[config.mk]
export PLATFORM = sky130hd
export DESIGN_NAME = tft_bus_arbiter
export DESIGN_NICKNAME = d
export VERILOG_FILES = /design/src/rtl/tft_pkg.sv /design/src/rtl/tft_arb_picker.sv /design/src/rtl/tft_bus_arbiter.sv
export SDC_FILE = /design/constraint.sdc
export NUM_CORES = 1
export LEC_CHECK = 0
export ABC_CLOCK_PERIOD_IN_PS = 1800
export CAP_MARGIN = 20
export CORE_ASPECT_RATIO = 1.75
export CORE_MARGIN = 8
export CORE_UTILIZATION = 36
export DETAILED_ROUTE_END_ITERATION = 12
export GPL_ROUTABILITY_DRIVEN = 0
export PLACE_DENSITY_LB_ADDON = 0.08
export RECOVER_POWER = 25
export SLEW_MARGIN = 20
export SYNTH_ARGS = -nofsm -noshare
export SYNTH_HDL_FRONTEND = slang
export SYNTH_SLANG_ARGS = --single-unit
[constraint.sdc]
create_clock -name clk -period 1.8 [get_ports clk]
set_input_delay 0.36 -clock clk [delete_from_list [all_inputs] [get_ports clk]]
set_output_delay 0.36 -clock clk [all_outputs]
set_load 0.01 [all_outputs]
[src/rtl/tft_pkg.sv]
// Shared definitions for the TFT bus arbiter: arbiter state encoding,
// TFT byte width and default requester count.
package tft_pkg;

  localparam int TFT_BYTE_W    = 8;
  localparam int TFT_N_REQ_DEF = 3;

  typedef enum logic [1:0] {
    IDLE  = 2'd0,
    OWN   = 2'd1,
    DRAIN = 2'd2
  } arb_state_t;

endpackage

[src/rtl/tft_arb_picker.sv]
// Requester selection: returns the first set req bit searching upward from
// pointer+1 with wrap; pointer = N_REQ-1 yields plain fixed priority (0 first).
module tft_arb_picker
  import tft_pkg::*;
#(
  parameter int N_REQ = TFT_N_REQ_DEF,
  localparam int PTR_W = $clog2(N_REQ)
) (
  input  logic [N_REQ-1:0] req,
  input  logic [PTR_W-1:0] pointer,
  output logic [N_REQ-1:0] pick
);

  function automatic int wrap_idx(input int base, input int off);
    int s;
    s = base + off;
    return (s >= N_REQ) ? s - N_REQ : s;
  endfunction

  // Walk from farthest to nearest candidate so the nearest match is written last.
  always_comb begin
    pick = '0;
    for (int k = N_REQ; k >= 1; k--) begin
      for (int i = 0; i < N_REQ; i++) begin
        if (req[i] && (wrap_idx(int'(pointer), k) == i)) begin
          pick    = '0;
          pick[i] = 1'b1;
        end
      end
    end
  end

endmodule

[src/rtl/tft_bus_arbiter.sv]
// Shares one SPI transmitter among N_REQ TFT requesters with non-preemptive
// ownership and a drain phase; define TFT_ARB_ROUND_ROBIN_EN for round robin.
module tft_bus_arbiter
  import tft_pkg::*;
#(
  parameter int N_REQ = TFT_N_REQ_DEF,
  parameter int CNT_W = 16
) (
  input  logic                        clk,
  input  logic                        rst,
  input  logic [N_REQ-1:0]            req,
  input  logic [TFT_BYTE_W*N_REQ-1:0] req_data,
  input  logic [N_REQ-1:0]            req_dc,
  input  logic [N_REQ-1:0]            req_transmit,
  input  logic                        spi_busy,
  output logic [N_REQ-1:0]            grant,
  output logic [N_REQ-1:0]            req_busy,
  output logic [TFT_BYTE_W-1:0]       spi_data,
  output logic                        spi_dc,
  output logic                        spi_transmit,
  output logic [CNT_W-1:0]            byte_count,
  output logic                        err
);

  localparam int PTR_W = $clog2(N_REQ);

  arb_state_t       r_state;
  arb_state_t       w_state_nxt;
  logic [N_REQ-1:0] r_grant;
  logic [N_REQ-1:0] w_pick;
  logic [PTR_W-1:0] w_ptr;
  logic [CNT_W-1:0] r_byte_count;
  logic             r_err;
  logic             w_start;
  logic             w_release;
  logic             w_violation;

  assign w_start   = (r_state == IDLE) && (|req);
  assign w_release = (r_state == OWN) && !(|(req & r_grant));

  tft_arb_picker #(.N_REQ(N_REQ)) u_picker (
    .req     (req),
    .pointer (w_ptr),
    .pick    (w_pick)
  );

`ifdef TFT_ARB_ROUND_ROBIN_EN
  logic [PTR_W-1:0] r_ptr;
  logic [PTR_W-1:0] w_pick_idx;

  always_comb begin
    w_pick_idx = '0;
    for (int i = 0; i < N_REQ; i++) begin
      if (w_pick[i]) w_pick_idx = PTR_W'(i);
    end
  end

  always_ff @(posedge clk) begin
    if (rst)          r_ptr <= PTR_W'(N_REQ - 1);
    else if (w_start) r_ptr <= w_pick_idx;
  end

  assign w_ptr = r_ptr;
`else
  assign w_ptr = PTR_W'(N_REQ - 1);
`endif

  // NOTE: non-blocking assignment keeps every flop sampling pre-edge values,
  // so ordering between always_ff blocks cannot change the result.
  always_ff @(posedge clk) begin
    if (rst) r_state <= IDLE;
    else     r_state <= w_state_nxt;
  end

  // NOTE: default assignment first so no path leaves w_state_nxt unassigned
  // (otherwise a latch is inferred).
  always_comb begin
    w_state_nxt = r_state;
    case (r_state)
      IDLE:    if (|req) w_state_nxt = OWN;
      OWN:     if (w_release) w_state_nxt = spi_busy ? DRAIN : IDLE;
      DRAIN:   if (!spi_busy) w_state_nxt = IDLE;
      default: w_state_nxt = IDLE;
    endcase
  end

  always_comb begin
    spi_data     = '0;
    spi_dc       = 1'b0;
    spi_transmit = 1'b0;
    req_busy     = '1;
    for (int i = 0; i < N_REQ; i++) begin
      if (r_grant[i]) req_busy[i] = spi_busy;
      if ((r_state == OWN) && r_grant[i]) begin
        spi_data     = req_data[i*TFT_BYTE_W +: TFT_BYTE_W];
        spi_dc       = req_dc[i];
        spi_transmit = req_transmit[i];
      end
    end
  end

  // Grant falls on the release edge itself; DRAIN runs with grant already 0.
  always_ff @(posedge clk) begin
    if (rst)            r_grant <= '0;
    else if (w_start)   r_grant <= w_pick;
    else if (w_release) r_grant <= '0;
  end

  always_ff @(posedge clk) begin
    if (rst || w_start) r_byte_count <= '0;
    else if (spi_transmit && (r_byte_count != '1))
      r_byte_count <= r_byte_count + CNT_W'(1);
  end

  assign w_violation = (|(req_transmit & ~r_grant)) || (spi_transmit && spi_busy);

  always_ff @(posedge clk) begin
    if (rst)              r_err <= 1'b0;
    else if (w_violation) r_err <= 1'b1;
  end

  assign grant      = r_grant;
  assign byte_count = r_byte_count;
  assign err        = r_err;

endmodule

==> results.yml <==
worst_setup_path:
  start_kind: "flop"
  r2r-start: "r_state[1]"
  cp-end-kind: "output pin"
  worstPathRequired_ps: 1440
  worstRegToRegCells: 6
  reg2reg_slack_ps: -30
  worstPathArrival_ps: 1510
  crit_type: "flop to output pin"
  crit_start: "r_state[1]"
  path_max_fanout: 4
yosys:
  synth_top_area_share_pct: 31.9
  synth_ff_type: "dfxtp_1"
  synth-edff-count: 0
  synth.ff_latch_count: 22
  ys.warnings.count: 0
  synth_area_leader_cell: "dfxtp_1"
  ys_async_sr_fraction_pct: 0
  synth.distinct_cells: 41
  synth_area_leaders: "dfxtp_1, a21oi_1, a22oi_1"
  syn_area_mm2: 0.00138
  ys_seq_area_share_pct: 31.9
  synthCells: 175
  syn_area_per_cell_um2: 7.89
  mappedNetlistNets: 212
global_routing:
  grt_use_total_pct: 17.6
  antenna_found_initial: 0
  grt_pass1_wl_um: 9120
  grt_pass1_vias: 1806
  grt_max_degree: 19
  grt-ovfl-total: 0
drt:
  drcViolationCount: 0
  num_vias: 1856
  drt-pass1-iter-count: 4
  antenna_left: 0
  drt_wl_total_um: 6000
  via_per_inst: 5.68
  routedWlPerCell_um: 18.3
  first_iter_violations: 75
finish:
  diodes: 0
  multiInputGateArea_mm2: 0.00107
  seq_area_um2: 460
  fin_nets: 317
  n_fill_cell: 308
  layout.cells.non_filler: 327
  final_layout_size_suffix_gt1_share_pct: 40.1
  area_delta_synth_final_pct: 97.7
floorplan:
  io_pins: 69
  coreArea_mm2: 0.00379
  die_area_mm2: 0.00615
  rows: 30
  die_h_um: 97.9
  die_w_um: 62.8
  initial_core_util_pct: 36.4
clock_tree:
  cts_made_buffers: 3
  cts_max_level: 1
  cts_tree: "built"
  root_buffer: "clkbuf_8"
  insertion_delay_ps: 270
  cts.sinks: 22
  cts_max_path_buffers: 2
  hold_buffers: 0
  clkTransAtPathRegs_ps: 90
power_and_ir_drop:
  p_sw_share_pct: 25.3
  p_switching_mw: 0.337
  irDropWorstVdd_mv: 0.626
  power.clock.fraction_pct: 35.2
  total_power_mw: 1.33
  p_int_mw: 0.995
  powerDensity_mw_per_mm2: 488
  power_leakage_nw: 1.01
  pwr-share-seq_pct: 38.3
  power_frac_comb_pct: 26.5
hold_path:
  holdPathStages: 2
  min_path_type: "flop to flop"
  hold_start: "byte_count[4]"
timing:
  hold_viol: 0
  setup_viol: 13
  grt_setup_unrepaired: "true"
  max_slew.worst_pin.slew_ps: 353
  fin_crit_sh_pct: 104
  layout_min_cycle_time_ps: 1870
  relSlewSlack_pct: 75.9
  fmax_ghz: 0.535
  drv_slew: 0
  skew_ps: 8.47
  layout_setup_ws_ps: -70.3
run_status:
  status: "finished, violations left"
  violations: "setup timing"
placed_design:
  dp_cells: 309
  io_buffers: 68
  dp_hpwl_um: 3990
job:
  cap_violations: 0
==> layout make-up <==
class	instances	share of cell area [%]
clock inverters	1	1.10
clock buffers	3	1.51
repair buffers	111	38.0
multi-input cells	135	39.3
well taps	48	2.20
flip-flops and latches	22	16.9
inverters	7	1.05
==> layout by cell type, fill, tap and decap left out, types with 2 or more instances in the layout <==
cell	netlist	layout
a21oi_1	16	11
a21oi_2	0	5
a22oi_1	10	2
a22oi_2	0	8
a32o_1	2	2
and4_4	0	3
buf_2	3	9
buf_4	0	32
buf_6	2	9
clkbuf_8	0	3
clkdlybuf4s50_1	0	45
dfxtp_1	22	12
dfxtp_2	0	7
dfxtp_4	0	3
dlygate4sd2_1	0	5
dlygate4sd3_1	0	7
inv_1	7	5
nand2_1	17	13
nand2_2	0	3
nand2b_1	3	3
nand3_1	7	7
nand4_1	5	5
nor2_1	6	6
nor3_1	3	2
nor3b_4	0	2
o21ai_0	15	5
o21ai_1	1	10
o31ai_1	8	3
o31ai_2	0	2
o31ai_4	0	3
or3_1	4	4
or4_1	10	5
or4_4	0	5
==> cell families (layout without fill, tap and decap cells) <==
family / count (synthesis) / in the layout / synth area share [%]
adders and majority gates: 1 / 1 / 0.906
buffers and inverters: 18 / 122 / 6.35
DFF: 22 / 22 / 31.9
AOI/OAI and AO/OA: 59 / 59 / 27.7
and+or+nand+nor: 75 / 75 / 33.1
==> state kept, by name, indices dropped and copies added (netlist names) <==
name / flops
err: 1
r_state: 2
byte_count: 16
grant: 3
==> metal layers <==
layer	global-route usage (%)	part of all wire, %	vias up
met1	17.6	38	909
li1	-	-	884
met5	0	0	-
met2	34.9	56	52
met3	3.21	3.5	11
met4	5.30	1.9	0
==> Yosys cell counts, types with 2 or more instances <==
master	n
clkbuf_1	5
nand2b_1	3
or3_1	4
nor3b_1	3
a22oi_1	10
nand3_1	7
and2_1	2
a21oi_1	16
o21ai_0	15
a32o_1	2
nand2_1	17
o31ai_1	8
and4_1	4
inv_1	7
buf_2	3
nor2_1	6
a2111oi_0	2
nor3_1	3
nand4_1	5
or4_1	10
buf_6	2
dfxtp_1	22
==> what timing repair did <==
item	4_1_cts	5_1_grt
endpoints found under the setup margin	27	25
cloned	4	2
endpoints found under the hold margin	0	0
gates resized for setup	85	54
buffers inserted	2	6
pin swaps	21	32
==> power by group through the flow <==
stage	combinational (mW)	sequential [mW]	clock, mW
2_1_floorplan	0.0991	0.522	0
5_1_grt	0.377	0.512	0.492
4_1_cts	0.326	0.509	0.476
3_3_place_gp	0.291	0.518	0
6_report	0.353	0.509	0.469
3_5_place_dp	0.298	0.518	0
==> path summary, 6_finish.rpt <==
check	end
worst max-delay path	spi_dc
worst max register to register	byte_count[3]
worst min register to register	byte_count[4]
worst min-delay path	byte_count[4]
==> worst max-delay path: stages, from the launching register on <==
cell	delay, ps
dfxtp_4	370
and4bb_2	370
buf_6	140
a22oi_2	50
o21ai_1	140
buf_2	160
==> per-stage QoR <==
step                hold slack [ps]  TNS, ps  instance area, µm²  setup WS, ps  util (%)
finish                          497     -382                2730         -70.3      72.0
global route                    516    -1350                2730          -126      72.0
CTS                             511     -364                2510         -69.7      66.3
detailed placement              488    -9470                2300          -546      60.7
global placement                473    -8160                2300          -520      60.7
floorplan                       432        0                1410          2.54         -
No activity file was read; power rests on OpenSTA's default activity.
